**src/rtl/ddr_arb_pkg.sv**
```systemverilog
// Shared types and constants for the two-requester DDR local-port arbiter.
package ddr_arb_pkg;

    localparam int DDR_ADDR_W = 26;
    localparam int DDR_DATA_W = 128;
    localparam int DDR_BE_W   = 16;

    typedef enum logic [1:0] {
        ST_INIT,
        ST_ARB,
        ST_WBURST
    } arb_state_t;

    typedef struct packed {
        logic       port;
        logic [2:0] beats;
    } tag_t;

    // A size of 0 means a single beat; oversize requests are clipped to the legal maximum.
    function automatic logic [2:0] norm_size(input logic [2:0] size, input logic [2:0] max_beats);
        if (size == 3'd0) return 3'd1;
        if (size > max_beats) return max_beats;
        return size;
    endfunction

endpackage

```
**src/rtl/ddr_arb_tag_fifo.sv**
```systemverilog
// Ordered return-tag FIFO: one entry per outstanding read command, push and pop may coincide.
module ddr_arb_tag_fifo
    import ddr_arb_pkg::*;
#(
    parameter int DEPTH = 8
) (
    input  logic clock,
    input  logic reset,
    input  logic push,
    input  tag_t push_data,
    input  logic pop,
    output tag_t head,
    output logic full,
    output logic empty
);

    localparam int PW = $clog2(DEPTH);
    localparam logic [PW:0] FULL_CNT = (PW + 1)'(DEPTH);

    tag_t          mem [DEPTH];
    logic [PW-1:0] wr_ptr;
    logic [PW-1:0] rd_ptr;
    logic [PW:0]   count;
    logic          do_push;
    logic          do_pop;

    assign do_push = push & ~full;
    assign do_pop  = pop & ~empty;
    assign full    = (count == FULL_CNT);
    assign empty   = (count == '0);
    assign head    = mem[rd_ptr];

    always_ff @(posedge clock) begin
        if (do_push) mem[wr_ptr] <= push_data;
    end

    always_ff @(posedge clock) begin
        if (reset) begin
            wr_ptr <= '0;
            rd_ptr <= '0;
            count  <= '0;
        end else begin
            if (do_push) wr_ptr <= wr_ptr + 1'b1;
            if (do_pop)  rd_ptr <= rd_ptr + 1'b1;
            case ({do_push, do_pop})
                2'b10:   count <= count + 1'b1;
                2'b01:   count <= count - 1'b1;
                default: count <= count;
            endcase
        end
    end

endmodule

```
**src/rtl/ddr_local_arbiter.sv**
```systemverilog
// Round-robin arbiter for two masters on one DDR local port, with write-burst locking and read-return routing.
// Define DDR_ARB_FIXED_PRIO_EN to make requester 0 always win ties.
module ddr_local_arbiter
    import ddr_arb_pkg::*;
#(
    parameter int TAG_DEPTH = 8,
    parameter int MAX_BEATS = 4
) (
    input  logic                  clock,
    input  logic                  reset,
    input  logic                  r0_valid,
    input  logic                  r0_write,
    input  logic [DDR_ADDR_W-1:0] r0_addr,
    input  logic [2:0]            r0_size,
    input  logic [DDR_DATA_W-1:0] r0_wdata,
    input  logic [DDR_BE_W-1:0]   r0_be,
    output logic                  r0_ready,
    output logic                  r0_rsp_valid,
    output logic [DDR_DATA_W-1:0] r0_rsp_data,
    input  logic                  r1_valid,
    input  logic                  r1_write,
    input  logic [DDR_ADDR_W-1:0] r1_addr,
    input  logic [2:0]            r1_size,
    input  logic [DDR_DATA_W-1:0] r1_wdata,
    input  logic [DDR_BE_W-1:0]   r1_be,
    output logic                  r1_ready,
    output logic                  r1_rsp_valid,
    output logic [DDR_DATA_W-1:0] r1_rsp_data,
    output logic [DDR_ADDR_W-1:0] local_address,
    output logic                  local_write_req,
    output logic                  local_read_req,
    output logic                  local_burstbegin,
    output logic [DDR_DATA_W-1:0] local_wdata,
    output logic [DDR_BE_W-1:0]   local_be,
    output logic [2:0]            local_size,
    input  logic                  local_ready,
    input  logic                  local_rdata_valid,
    input  logic                  local_init_done,
    input  logic [DDR_DATA_W-1:0] local_rdata,
    output logic                  err_unexp_rdata
);

    localparam logic [2:0] MAX_B = 3'(MAX_BEATS);

    arb_state_t            state;
    logic                  lock_port;
    logic [2:0]            remaining;
    logic [2:0]            held_size;
    logic [DDR_ADDR_W-1:0] held_addr;
    logic [2:0]            head_cnt;

    logic                  fifo_full;
    logic                  fifo_empty;
    tag_t                  head;
    logic                  fifo_push;
    logic                  fifo_pop;

    logic                  elig0;
    logic                  elig1;
    logic                  arb_en;
    logic                  arb_sel;
    logic                  sel;
    logic                  cmd_valid;
    logic                  cmd_write;
    logic                  cmd_bb;
    logic [DDR_ADDR_W-1:0] cmd_addr;
    logic [2:0]            cmd_size;
    logic                  transfer;
    logic                  rsp_hit;

    // A read may only compete while there is room to remember where its data goes.
    assign elig0  = r0_valid & (r0_write | ~fifo_full);
    assign elig1  = r1_valid & (r1_write | ~fifo_full);
    assign arb_en = local_init_done & (state != ST_WBURST);

`ifdef DDR_ARB_FIXED_PRIO_EN
    assign arb_sel = ~elig0;
`else
    logic last;

    assign arb_sel = (elig0 & elig1) ? ~last : elig1;

    always_ff @(posedge clock) begin
        if (reset)         last <= 1'b1;
        else if (transfer) last <= sel;
    end
`endif

    always_comb begin
        sel       = 1'b0;
        cmd_valid = 1'b0;
        cmd_write = 1'b0;
        cmd_bb    = 1'b0;
        cmd_addr  = '0;
        cmd_size  = '0;
        if (state == ST_WBURST) begin
            sel       = lock_port;
            cmd_valid = lock_port ? r1_valid : r0_valid;
            cmd_write = 1'b1;
            cmd_addr  = held_addr;
            cmd_size  = held_size;
        end else if (arb_en && (elig0 || elig1)) begin
            sel       = arb_sel;
            cmd_valid = 1'b1;
            cmd_bb    = 1'b1;
            cmd_write = arb_sel ? r1_write : r0_write;
            cmd_addr  = arb_sel ? r1_addr : r0_addr;
            cmd_size  = norm_size(arb_sel ? r1_size : r0_size, MAX_B);
        end
    end

    assign transfer         = cmd_valid & local_ready;
    assign r0_ready         = transfer & ~sel;
    assign r1_ready         = transfer & sel;
    assign local_address    = cmd_addr;
    assign local_size       = cmd_size;
    assign local_write_req  = cmd_valid & cmd_write;
    assign local_read_req   = cmd_valid & ~cmd_write;
    assign local_burstbegin = cmd_bb;
    assign local_wdata      = cmd_valid ? (sel ? r1_wdata : r0_wdata) : '0;
    assign local_be         = cmd_valid ? (sel ? r1_be : r0_be) : '0;

    assign fifo_push    = transfer & ~cmd_write;
    assign rsp_hit      = local_rdata_valid & ~fifo_empty;
    assign fifo_pop     = rsp_hit & ((head_cnt + 3'd1) == head.beats);
    assign r0_rsp_valid = rsp_hit & ~head.port;
    assign r1_rsp_valid = rsp_hit & head.port;
    assign r0_rsp_data  = local_rdata;
    assign r1_rsp_data  = local_rdata;

    ddr_arb_tag_fifo #(.DEPTH(TAG_DEPTH)) u_tag_fifo (
        .clock     (clock),
        .reset     (reset),
        .push      (fifo_push),
        .push_data ('{port: sel, beats: cmd_size}),
        .pop       (fifo_pop),
        .head      (head),
        .full      (fifo_full),
        .empty     (fifo_empty)
    );

    // The burst lock is only taken after beat 1 actually transfers; init_done falling mid-burst waits for ARB.
    always_ff @(posedge clock) begin
        if (reset) begin
            state           <= ST_INIT;
            lock_port       <= 1'b0;
            remaining       <= '0;
            held_size       <= '0;
            held_addr       <= '0;
            head_cnt        <= '0;
            err_unexp_rdata <= 1'b0;
        end else begin
            case (state)
                ST_INIT, ST_ARB: begin
                    state <= local_init_done ? ST_ARB : ST_INIT;
                    if (transfer && cmd_write && (cmd_size > 3'd1)) begin
                        state     <= ST_WBURST;
                        lock_port <= sel;
                        remaining <= cmd_size - 3'd1;
                        held_addr <= cmd_addr;
                        held_size <= cmd_size;
                    end
                end
                ST_WBURST: begin
                    if (transfer) begin
                        remaining <= remaining - 3'd1;
                        if (remaining == 3'd1) state <= ST_ARB;
                    end
                end
                default: state <= ST_INIT;
            endcase
            if (rsp_hit) head_cnt <= fifo_pop ? 3'd0 : head_cnt + 3'd1;
            if (local_rdata_valid && fifo_empty) err_unexp_rdata <= 1'b1;
        end
    end

endmodule

```
**config.mk**
```make
export PLATFORM = sky130hd
export DESIGN_NAME = ddr_local_arbiter
export DESIGN_NICKNAME = d
export VERILOG_FILES = /design/src/rtl/ddr_arb_pkg.sv /design/src/rtl/ddr_arb_tag_fifo.sv /design/src/rtl/ddr_local_arbiter.sv
export SDC_FILE = /design/constraint.sdc
export NUM_CORES = 1
export LEC_CHECK = 0
export BUFFER_PORTS_ARGS = -buffer_cell sky130_fd_sc_hd__buf_2
export CORE_AREA = 2 2 363 365
export DETAILED_ROUTE_END_ITERATION = 7
export DIE_AREA = 0 0 365 367
export PLACE_DENSITY_LB_ADDON = 0.1
export SKIP_CTS_REPAIR_TIMING = 1
export SLEW_MARGIN = 15
export SYNTH_ARGS = -nofsm -noshare
export SYNTH_HDL_FRONTEND = slang
export SYNTH_SLANG_ARGS = --single-unit
```
**constraint.sdc**
```tcl
create_clock -name clock -period 4.5 [get_ports clock]
set_input_delay 0 -clock clock [delete_from_list [all_inputs] [get_ports clock]]
set_output_delay 0 -clock clock [all_outputs]
set_load 0.03 [all_outputs]
```
# Yosys cells after proc, flatten, opt, wreduce, memory -nomap -nowiden
# Memory sizes are Yosys's and may differ from the RTL's. A register that Yosys moved wholly into a read port is not among the register bits.
# Index checks and enable logic that the tools add are counted.
[totals] ff_bits=50 mem_bits_rw=32 elab_cells=115 mem_count=1
[op_classes] add_sub_neg=7 order_cmp=2 n_eq_ne=11 n_mux=45 bitwise_logic=24 reduce_logical=14
[memory_table] memory="u_tag_fifo.mem" words=8 width=4 read_ports=1 rd_clocked_by_memory_dff=1 wr=1 line="ddr_arb_tag_fifo.sv:20" source="tag_t mem [DEPTH];"
[ops] op="$mux W128" n=2
[ops] op="$mux W26" n=3
[ops] op="$mux W3" n=12
[ops] op="$mux W16" n=2
[ops] op="$mux W1" n=20
[ops] op="$and A1 B1 Y1" n=16
[ops] op="$add A3 B1 Y3 const B" n=3
[ops] op="$pmux W4 S2" n=1
[ops] op="$mux W2" n=3
[ops] op="$ne A2 B2 Y1 const B" n=3
[ops] op="$not A1 Y1" n=6
[ops] op="$pmux W3 S2" n=1
[ops] op="$sub A3 B1 Y3 const B" n=2
[ops] op="$add A4 B1 Y4 const B" n=1
[ops] op="$eq A2 B1 Y1 const B" n=2
[ops] op="$eq A2 B2 Y1 const B" n=2
[ops] op="$eq A4 B4 Y1 const B" n=1
[ops] op="$logic_and A1 B1 Y1" n=4
[ops] op="$logic_not A4 Y1" n=1
[ops] op="$pmux W2 S2" n=1
[ops] op="$reduce_and A2 Y1" n=2
[ops] op="$reduce_bool A2 Y1" n=2
[ops] op="$sub A4 B1 Y4 const B" n=1
[ops] op="$eq A3 B1 Y1 const B" n=1
[ops] op="10 further kinds" n=11

# Depth between registers and ports, before layout
# Gate-level depths: netlist (run 1).
[logic_depth] ltp_word=22 ltp_mapped=17

# By module
# Synthesis (run 1) repeated with hierarchy kept, for this count alone.
[hier_totals] cells_unflattened=1196 hier_area_um2=8459.4
[by_module_without_submodules] mod="ddr_local_arbiter" n_inst=1 cells_each=1076 area_each_um2=6551.3 seq_area_each_um2=800.8
[by_module_without_submodules] mod="ddr_arb_tag_fifo" n_inst=1 cells_each=120 area_each_um2=1908.1 seq_area_each_um2=1221.2

# Least setup slack after synthesis (run 1)
# OpenSTA, ideal clock, no wires.
[synth_timing] path_kind="register to register" from="register u_tag_fifo.count[0]" to="register held_addr[10]" setup_time_ps=141 arrival_ps=3034 required_ps=4359 slack_ps=1325 stages_incl_launch_ff=16 path_buffers=4 synth_period_minus_slack_ps=3175 cell_sequence="dfxtp_1 -> or4b_1 -> buf_2 -> o21a_4 -> o211ai_2 -> buf_2 -> a2bb2oi_1 -> ha_1 -> nand2b_1 -> a21oi_1 -> a31oi_2 -> and3_1 -> buf_4 -> buf_2 -> nor2_1 -> nor3_2"
[synth_between] elab_chain_cells=19
[synth_lines] item="start: declaration" line="ddr_arb_tag_fifo.sv:23" source="logic [PW:0] count;"
[synth_lines] item="start signal: assignment" line="ddr_arb_tag_fifo.sv:46" source="2'b10: count <= count + 1'b1;"
[synth_lines] item="start signal: assignment" line="ddr_arb_tag_fifo.sv:47" source="2'b01: count <= count - 1'b1;"
[synth_lines] item="start signal: assignment" line="ddr_arb_tag_fifo.sv:48" source="default: count <= count;"
[synth_lines] item="$eq A4 B4 Y1 (*)" line="ddr_arb_tag_fifo.sv:29" source="assign full = (count == FULL_CNT);"
[synth_lines] item="$not A1 Y1 (*)" line="ddr_local_arbiter.sv:72, ddr_local_arbiter.sv:73"
[synth_lines] item="$or A1 B1 Y1, on equally long branches" line="ddr_local_arbiter.sv:72, ddr_local_arbiter.sv:73"
[synth_lines] item="$and A1 B1 Y1, on equally long branches" line="ddr_local_arbiter.sv:72, ddr_local_arbiter.sv:73"
[synth_lines] item="$and A1 B1 Y1" line="ddr_local_arbiter.sv:81" source="assign arb_sel = (elig0 & elig1) ? ~last : elig1;"
[synth_lines] item="$mux W1" line="ddr_local_arbiter.sv:81"
[synth_lines] item="$mux W3" line="ddr_local_arbiter.sv:108" source="cmd_size = norm_size(arb_sel ? r1_size : r0_size, MAX_B);"
[synth_lines] item="$gt A3 B3 Y1" line="ddr_arb_pkg.sv:22" source="if (size > max_beats) return max_beats;"
[synth_lines] item="[... 3 more ...]"
[synth_lines] item="$mux W1" line="ddr_local_arbiter.sv:96" source="if (state == ST_WBURST) begin"
[synth_lines] item="$mux W3" line="ddr_arb_pkg.sv:23" source="return size;"
[synth_lines] item="$mux W3" line="ddr_arb_pkg.sv:22"
[synth_lines] item="$mux W3" line="ddr_local_arbiter.sv:102" source="end else if (arb_en && (elig0 || elig1)) begin"
[synth_lines] item="$mux W3" line="ddr_local_arbiter.sv:96"
[synth_lines] item="$gt A3 B1 Y1" line="ddr_local_arbiter.sv:156" source="if (transfer && cmd_write && (cmd_size > 3'd1)) begin"
[synth_lines] item="$logic_and A1 B1 Y1" line="ddr_local_arbiter.sv:156"
[synth_lines] item="$reduce_and A2 Y1 (no line)"
[synth_lines] item="end signal: assignment" line="ddr_local_arbiter.sv:160" source="held_addr <= cmd_addr;"
[synth_lines] item="end: declaration" line="ddr_local_arbiter.sv:49" source="logic [DDR_ADDR_W-1:0] held_addr;"
# Every way passes the cells marked *; elsewhere a longest branch is shown, timed or not. The select of a mux whose other input is x is not followed.
# A chain may end at the register's enable or synchronous reset.

# Worst setup path after layout (run 1)
[layout_timing] from="register u_tag_fifo.count[0]" to="output port local_wdata[107]"
[layout_between] elab_chain_cells=10
[layout_lines] item="$eq A4 B4 Y1 (*)" line="ddr_arb_tag_fifo.sv:29"
[layout_lines] item="$not A1 Y1 (*)" line="ddr_local_arbiter.sv:72, ddr_local_arbiter.sv:73"
[layout_lines] item="$or A1 B1 Y1, on equally long branches" line="ddr_local_arbiter.sv:72, ddr_local_arbiter.sv:73"
[layout_lines] item="$and A1 B1 Y1, on equally long branches" line="ddr_local_arbiter.sv:72, ddr_local_arbiter.sv:73"
[layout_lines] item="$and A1 B1 Y1 / $logic_or A1 B1 Y1 (equally long branches)" line="ddr_local_arbiter.sv:81, ddr_local_arbiter.sv:102"
[layout_lines] item="$mux W1 / $logic_and A1 B1 Y1 (equally long branches)" line="ddr_local_arbiter.sv:81, ddr_local_arbiter.sv:102"
[layout_lines] item="$mux W1" line="ddr_local_arbiter.sv:102"
[layout_lines] item="$mux W1" line="ddr_local_arbiter.sv:96"
[layout_lines] item="$mux W128" line="ddr_local_arbiter.sv:120" source="assign local_wdata = cmd_valid ? (sel ? r1_wdata : r0_wdata) : '0;"
[layout_lines] item="$mux W128 (*)" line="ddr_local_arbiter.sv:120"
[layout_lines] item="end: declaration" line="ddr_local_arbiter.sv:33" source="output logic [DDR_DATA_W-1:0] local_wdata,"
# Every way passes the cells marked *; elsewhere a longest branch is shown, timed or not.

==> flow_summary.yaml, run 1 <==
floorplanning:
  core.rowCount: 133
  die_w_um: 365
  initial_core_util_pct: 6.42
  core_mm2: 0.130
  die_h_um: 367
  die_area_mm2: 0.134
  pin_count: 920
power_and_ir_drop:
  powerDensity_mw_per_mm2: 232
  ir_worst_vdd_uv: 178
  p_leak_nw: 5.09
placed_design:
  dp_cells: 3171
  io_buffers: 535
  place_area_mm2: 0.0112
  dp_hpwl_mm: 75.4
  gp_congestion: 0.883
  dpl_worst_slack_ns: 0.744
timing:
  worstMarginPinSlew_ns: 0.709
  fmax_mhz: 266
  drv_slew: 0
  rsz0062_at_grt: "false"
  relSlewSlack_pct: 52.7
  tns_ns: 0
  setup_viol: 0
  fin_crit_sh_pct: 83.5
  min_period_ns: 3.76
  finClkSkew_ns: 0.0136
  setup_ws_ns: 0.740
  finalHoldViolCount: 0
detailed_routing:
  routed_wl_mm: 83.6
  dr.pass1.iters: 5
  wl_per_cell_um: 26.0
  drcViolationCount: 0
  ant_nets: 0
  via_per_inst: 2.88
  vias: 9248
  drtIter0Drc: 485
logic_synthesis:
  yosys.area_share.simple_pct: 24.5
  yosys-top-cells-count: "335 x nand2_1, 266 x buf_4, 162 x a21oi_1"
  syn-instance-count: 1190
  seq_area_frac_synth_pct: 24.2
  syn_nets: 1683
  netlist_area_mm2: 0.00837
  synth_top_family_by_area: "buffers and inverters"
  synth_compound_area_share_pct: 14.0
  synthFlopType: "dfxtp_1"
  synth.most_common_cell: "nand2_1"
  synth_xor_area_share_pct: 1.15
  synthAdderAreaFrac_pct: 1.58
  synth_edf_count: 32
  async_reset_ff_share_pct: 0
  avgSynthCellArea_um2: 7.03
  yosysWarnings: 0
  ys_types: 55
  yosys.area.top_type: "buf_4"
  synth.area.mux_share_pct: 6.23
  synth_top_area_share_pct: 23.9
  synth_area_leaders: "buf_4 24%, nand2_1 15%, dfxtp_1 13%, edfxtp_1 11%, a21oi_1 9.7%"
  ys_seq_elements: 85
global_routing:
  grt_max_degree: 61
  grt_overflow: 0
  grt_pass1_wl_mm: 102
  antenna_found_initial: 88
  grt_pass1_vias: 9442
  grtUsageTotal_pct: 11.9
clocking:
  clkSinkCount: 85
  numCtsBuffers: 9
  cts_root_buf: "clkbuf_16"
  cts_tree: "done"
  worstSkewPairLatency_ns: 0.37
  path_clk_slew_ns: 0.07
  cts-htree-levels: 3
  clk_path_buf_depth: 2
hold_path:
  hp-class: "input port to output pin"
  worstHoldStart: "local_rdata[41]"
setup_path:
  critPathLaunch: "u_tag_fifo.count[0]"
  worstPathCellList: "or4b_1 -> o21bai_2 -> nand2_2 -> o31a_2 -> inv_6 -> buf_4 -> nand2_1 -> a21oi_1 -> buf_2"
  critPathKind: "flip-flop to output pin"
  start_kind: "flip-flop"
  max_stage_delay_ns: 0.70
  r2r-start: "u_tag_fifo.count[0]"
  end_kind: "output pin"
  cp_max_fo: 52
  cp.arrival_ns: 3.76
  cp_slowest_cell: "or4b_1"
  required_ns: 4.50
layout:
  fillerInstances: 15600
  final_cells: 3213
  drive_above_1_share_pct: 43.2
  syn_to_final_growth_pct: 38.2
  final_cell_area_mm2: 0.0116
  fin_nets: 1921
run:
  maxCapViolations: 0
run_status:
  status: "finished, final reports clean"
[power by group]
group | internal (mW) | switching (mW)
logic | 0.321 | 0.711
registers | 0.818 | 0.0135
clock network | 0.442 | 0.374
[layout make-up]
cell class              instances  area (µm²)  share of cell area, %
diodes                         25        62.6                  0.541
clock buffers                  10         229                   1.98
repair buffers                559        2920                   25.3
inverters                      14        57.6                  0.497
flip-flops and latches         85        2020                   17.5
well taps                    1755        2200                   19.0
multi-input cells             759        4000                   34.6
clock inverters                 6        81.3                  0.703
[final timing paths]
path / slack (ns) / depth (start not counted) / to
worst max-delay path: 0.74 / 9 / local_wdata[107]
worst min-delay path: 0.00002 / 0 / r0_rsp_data[41]
worst max register to register: 0.77 / 13 / u_tag_fifo.count[3]
worst min register to register: 0.48 / 2 / err_unexp_rdata
[layer usage]
metal | share of wire, % | GRT usage (%)
met1 | 36 | 13.0
met2 | 43 | 18.2
met3 | 18 | 9.22
met4 | 2.1 | 2.24
met5 | 0.49 | 0.654
[registers in the layout, indices dropped and copies added, names as in the netlist, named ones only]
signal	flops
u_tag_fifo.mem	32
held_addr	26
u_tag_fifo.count	4
head_cnt	3
held_size	3
remaining	3
u_tag_fifo.rd_ptr	3
u_tag_fifo.wr_ptr	3
state	2
err_unexp_rdata	1
last	1
lock_port	1
[cells by family after synthesis]
| kind of cell | Yosys count |
|---|---|
| and+or+nand+nor | 480 |
| xor gates and xnor gates | 11 |
| AOI/OAI and AO/OA | 216 |
| DFF | 85 |
| buffers and inverters | 346 |
| adders and majority gates | 10 |
| muxes | 42 |
[critical path: cells and delay by family (launching register included)]
kind	cells	cell delay, ns
buffers and inverters	3	1.05
AOI/OAI and AO/OA	3	1.00
and+or+nand+nor	3	0.95
DFF	1	0.35
[cell usage in the layout, fill, tap and decap left out, types with 3 or more instances in the layout]
cell type,count
nor3_1,10
a21o_1,3
buf_2,535
buf_12,5
nor2_1,86
diode_2,25
nor3_2,22
a21oi_1,162
dfxtp_1,53
ha_1,9
buf_4,18
nand3_1,4
xnor2_1,5
o21ai_1,22
edfxtp_1,32
inv_1,12
nand2_1,334
inv_6,3
mux2i_1,33
mux4_2,8
nand2b_1,7
o21ai_0,12
clkbuf_16,9
xor2_1,6
[through the flow]
step | total power, mW | utilization, % | hold slack, ns
2_1_floorplan | 1.84 | - | 0.132
3_3_place_gp | 1.92 | 8.58 | 0.000299
3_5_place_dp | 1.92 | 8.58 | 0.000299
4_1_cts | 2.78 | 8.81 | -0.141
5_1_grt | 2.86 | 8.83 | 0.0000528
6_report | 2.68 | 8.87 | 0.0000165
No activity file was read; power rests on OpenSTA's default activity.
==> inputs of run 2 (changes only) <==
Clock period 4.5 ns to 3.75 ns, I/O delays scaled along.
==> run 2 against run 1 <==
Compared with the run above: count of clock-buffer cells in the layout decreased by 1; largest power group unchanged; global-route usage fell by 0.082 points; setup slack got worse by 0.46 ns; critical path type is now flip-flop to flip-flop; combinational power is 22% higher; clock skew decreased by 0.0053 ns; highest routed layer unchanged; design area increased by 1.7%.
==> flow_summary.yaml, run 2 (synthesis gave the netlist of run 1 again) <==
run_status:
  status: "finished, final reports clean"
floorplanning:
  die_area_mm2: 0.134
  core.rowCount: 133
  die_h_um: 367
  initial_core_util_pct: 6.42
  pin_count: 920
  core_mm2: 0.130
  die_w_um: 365
hold_path:
  hold_path_depth: 0
  worstHoldStart: "local_rdata[40]"
  hp-class: "input port to output pin"
  worstHoldEndpoint: "r0_rsp_data[40]"
placed_design:
  io_buffers: 535
  place_area_mm2: 0.0114
  dp_hpwl_mm: 75.4
  gp_congestion: 0.886
layout:
  final_cell_area_mm2: 0.0118
  layout.cells.most_common_list: "534 x buf_2, 334 x nand2_1, 161 x a21oi_1"
  drive_above_1_share_pct: 44.0
  top_regs: "u_tag_fifo.mem x32, held_addr x26, u_tag_fifo.count x4"
  largest_register_ffs: 32
  fillerInstances: 15600
  multiInputGateArea_mm2: 0.00402
  syn_to_final_growth_pct: 40.5
  layout_commonest_cell: "buf_2"
  largest-register: "u_tag_fifo.mem"
  regArea_mm2: 0.00202
  fin_nets: 1942
timing:
  worstMarginPinSlew_ns: 1.07
  finalHoldViolCount: 0
  setup_viol: 0
  min_period_ns: 3.47
  relSlewSlack_pct: 28.8
  drv_slew: 0
  fin_crit_sh_pct: 92.6
  finClkSkew_ns: 0.00831
  rsz0062_at_grt: "false"
  tns_ns: 0
  whs_ns: 0.0000165
  fmax_mhz: 288
clocking:
  cts_tree: "done"
  path_clk_slew_ns: 0.07
  cts-htree-levels: 3
  clk_path_buf_depth: 2
  clkSinkCount: 85
  numCtsBuffers: 9
  cts_root_buf: "clkbuf_16"
  worstSkewPairLatency_ns: 0.37
detailed_routing:
  dr.pass1.iters: 5
  wl_per_cell_um: 25.7
  via_per_inst: 2.91
  ant_nets: 0
  routed_wl_mm: 83.2
  vias: 9407
  drcViolationCount: 0
  drtIter0Drc: 526
global_routing:
  grt_overflow: 0
  antenna_found_initial: 101
  grt_max_degree: 56
  grtUsageTotal_pct: 11.8
  grt_pass1_wl_mm: 102
  grt_pass1_vias: 9441
setup_path:
  start_kind: "flip-flop"
  required_ns: 4.04
  end_kind: "flip-flop"
  critPathKind: "flip-flop to flip-flop"
  cp_max_fo: 26
  ff2ff_path_depth: 13
  cp.arrival_ns: 3.76
  r2r-start: "u_tag_fifo.count[0]"
  timing.rr.end: "held_addr[4]"
  reg2reg_slack_ns: 0.28
power_and_ir_drop:
  switchingPower_mw: 1.32
  powerDensity_mw_per_mm2: 274
  ir_worst_vdd_uv: 211
  p_sw_share_pct: 40.8
  p_seq_share_pct: 31.0
  internal-power_mw: 1.91
  p_comb_share_pct: 39.1
  p_leak_nw: 5.20
  pwr-share-clk_pct: 29.9
  power_mw: 3.23
run:
  maxCapViolations: 0
run 2: cell count changes in the layout (fill, tap and decap cells not counted), moves of 2 or more:
cell,delta
inv_8,+2
buf_4,+19
buf_12,+2
inv_6,-2
clkinv_1,+2
run 2: final cells by class:
cell class	count	area share, %
Multi-Input combinational cell	759	34.1
Timing Repair Buffer	580	26.4
Tap cell	1755	18.7
Sequential cell	85	17.2
Clock buffer	9	1.91
Clock inverter	7	0.628
Inverter	14	0.511
Antenna cell	24	0.511
run 2: how the worst max path moves through the flow:
stage | to | slack, ns | depth (start not counted) | start
3_5_place_dp | held_addr[2] | 0.17 | 14 | u_tag_fifo.count[0]
4_1_cts | local_wdata[14] | -0.12 | 12 | u_tag_fifo.count[0]
6_report | held_addr[4] | 0.28 | 13 | u_tag_fifo.count[0]
3_3_place_gp | held_addr[1] | 0.21 | 14 | u_tag_fifo.count[0]
2_1_floorplan | held_addr[10] | 0.58 | 15 | u_tag_fifo.count[0]
5_1_grt | held_addr[23] | 0.03 | 13 | u_tag_fifo.count[0]
run 2: critical path, stage by stage, from the launching register on:
cell and delay (ns):
dfxtp_1 0.35, or4b_4 0.61, o21a_4 0.26, and2_4 0.16, a31oi_1 0.19, a2bb2oi_1 0.29
ha_1 0.27, nand2b_1 0.07, a21oi_1 0.17, a31oi_2 0.08, nand3_1 0.29, buf_4 0.39
nor2_1 0.09, nor3_2 0.16
run 2: metrics by stage:
stage | instances | setup WS (ns) | utilization [%]
6_report | 3233 | 0.277 | 9.02
5_1_grt | 3215 | 0.0344 | 8.98
4_1_cts | 3207 | -0.122 | 8.94
3_5_place_dp | 3191 | 0.168 | 8.71
3_3_place_gp | 3191 | 0.214 | 8.71
2_1_floorplan | 1190 | 0.575 | -
run 2: power groups by stage:
stage | clock [mW] | sequential [mW] | combinational (mW)
final | 0.964 | 0.998 | 1.26
after global routing | 1.06 | 1.00 | 1.38
after CTS | 1.04 | 0.999 | 1.30
after detailed placement | 0 | 1.02 | 1.30
after global placement | 0 | 1.02 | 1.30
after floorplan | 0 | 1.02 | 1.19
run 2: per-layer routing:
layer	GRT usage (%)	vias to the layer above	part of all wire, %	wire length, µm
met1	12.8	4210	37	30400
met2	17.9	767	42	35100
met3	9.28	197	18	15300
li1	-	4179	-	-
met4	2.53	54	2.4	2000
met5	0.654	-	0.51	426
==> inputs of run 3 (changes only) <==
Settings changed: RECOVER_POWER from default to 50, SLEW_MARGIN 15 to default.
==> run 3 against run 2 <==
Compared with the run above: wire length is essentially flat; clock skew hardly changed; clock power about the same; first-iteration DRC count down 4.9%; setup slack got worse by 0.020 ns; via count is essentially flat; register-to-register slack lost 0.02 ns; flip-flop and latch count unchanged; core utilization hardly changed; combinational power is essentially flat; critical path type unchanged; largest cell class unchanged; largest power group unchanged.
==> flow_summary.yaml, run 3 (synthesis gave the netlist of run 1 again) <==
run_status:
  status: "finished, final reports clean"
layout:
  largest-register: "u_tag_fifo.mem"
  syn_to_final_growth_pct: 40.4
  layout_commonest_cell: "buf_2"
  largest_register_ffs: 32
  drive_above_1_share_pct: 43.6
  fillerInstances: 15600
  top_regs: "u_tag_fifo.mem x32, held_addr x26, u_tag_fifo.count x4"
  layout.cells.most_common_list: "532 x buf_2, 334 x nand2_1, 161 x a21oi_1"
  fin_nets: 1942
timing:
  drv_slew: 0
  relSlewSlack_pct: 28.9
  finalHoldViolCount: 0
  worstMarginPinSlew_ns: 1.07
  tns_ns: 0
  finClkSkew_ns: 0.00808
  min_period_ns: 3.49
  setup_viol: 0
  fmax_mhz: 286
  whs_ns: 0.0000165
  rsz0062_at_grt: "false"
  fin_crit_sh_pct: 93.2
global_routing:
  grt_pass1_wl_mm: 102
  grt_pass1_vias: 9441
  grt_overflow: 0
  grt_max_degree: 56
  grtUsageTotal_pct: 11.8
  antenna_found_initial: 101
clocking:
  numCtsBuffers: 9
  clkSinkCount: 85
  worstSkewPairLatency_ns: 0.37
  cts_root_buf: "clkbuf_16"
  path_clk_slew_ns: 0.07
  cts-htree-levels: 3
  clk_path_buf_depth: 2
  cts_tree: "done"
setup_path:
  start_kind: "flip-flop"
  end_kind: "flip-flop"
  critPathKind: "flip-flop to flip-flop"
  cp_max_fo: 26
  cp.arrival_ns: 3.71
  required_ns: 3.96
placed_design:
  dp_hpwl_mm: 75.4
  gp_congestion: 0.886
  io_buffers: 535
floorplanning:
  die_w_um: 365
  die_area_mm2: 0.134
  core.rowCount: 133
  initial_core_util_pct: 6.42
  core_mm2: 0.130
  pin_count: 920
  die_h_um: 367
detailed_routing:
  via_per_inst: 2.90
  wl_per_cell_um: 25.6
  ant_nets: 0
  vias: 9402
  routed_wl_mm: 83.1
  drtIter0Drc: 500
  dr.pass1.iters: 5
  drcViolationCount: 0
power_and_ir_drop:
  powerDensity_mw_per_mm2: 274
  ir_worst_vdd_uv: 211
  p_leak_nw: 5.18
hold_path:
  hp-class: "input port to output pin"
run:
  maxCapViolations: 0
==> run 3: cell types whose count changed in the layout (fill, tap and decap cells not counted), sizes merged <==
cell    previous run  this run
clkbuf             9        13
diode             24        37
buf              578       574
==> run 3: worst paths after layout <==
| check | cells after the start | startpoint | slack [ns] | endpoint |
|---|---|---|---|---|
| worst max-delay path | 14 | u_tag_fifo.count[0] | 0.26 | held_addr[3] |
| worst min-delay path | 0 | local_rdata[40] | 0.00002 | r0_rsp_data[40] |
| worst max register to register | 14 | u_tag_fifo.count[0] | 0.26 | held_addr[3] |
| worst min register to register | 2 | remaining[1] | 0.47 | remaining[1] |
==> run 3: area by class of cell <==
cell class | count | area [µm²] | share of cell area (%)
Clock inverter | 7 | 73.8 | 0.628
Tap cell | 1755 | 2200 | 18.7
Sequential cell | 85 | 2020 | 17.2
Antenna cell | 37 | 92.6 | 0.788
Timing Repair Buffer | 580 | 3100 | 26.4
Inverter | 14 | 60.1 | 0.511
Clock buffer | 9 | 225 | 1.92
Multi-Input combinational cell | 759 | 3990 | 33.9
==> run 3: routing by layer <==
layer | vias to the layer above | GRT usage (%) | wire length (µm)
met1 | 4198 | 12.8 | 30000
li1 | 4200 | - | -
met3 | 198 | 9.28 | 15600
met4 | 54 | 2.53 | 2000
met5 | - | 0.654 | 426
met2 | 752 | 17.9 | 35100
==> run 3: worst max-delay path, cell delays in order, from the launching register on <==
cell and delay (ns):
dfxtp_1 0.35, or4b_4 0.61, o21a_4 0.25, o211ai_1 0.25
buf_4 0.19, a21oi_1 0.06, a21o_1 0.16, ha_1 0.21
nand2b_1 0.08, a21oi_1 0.05, a31oi_2 0.21, nand3_1 0.30
buf_4 0.34, nor2_1 0.17, nor3_2 0.06
==> run 3: metrics by stage <==
| step | area, µm² | instances | worst slack, ns | total power [mW] | util [%] |
|---|---|---|---|---|---|
| after floorplan | 8370 | 1190 | 0.575 | 2.20 | - |
| final | 11800 | 3246 | 0.257 | 3.22 | 9.01 |
| after global routing | 11700 | 3215 | 0.0206 | 3.43 | 8.95 |
| after global placement | 11400 | 3191 | 0.214 | 2.32 | 8.71 |
| after CTS | 11700 | 3207 | -0.122 | 3.34 | 8.94 |
| after detailed placement | 11400 | 3191 | 0.168 | 2.32 | 8.71 |
==> run 3: where the power goes <==
part           internal, mW  switching, mW  total (mW)  leakage (nW)
Sequential            0.982         0.0165       0.998         0.727
Clock                 0.521          0.444       0.965         0.143
Combinational         0.404          0.853        1.26          4.31
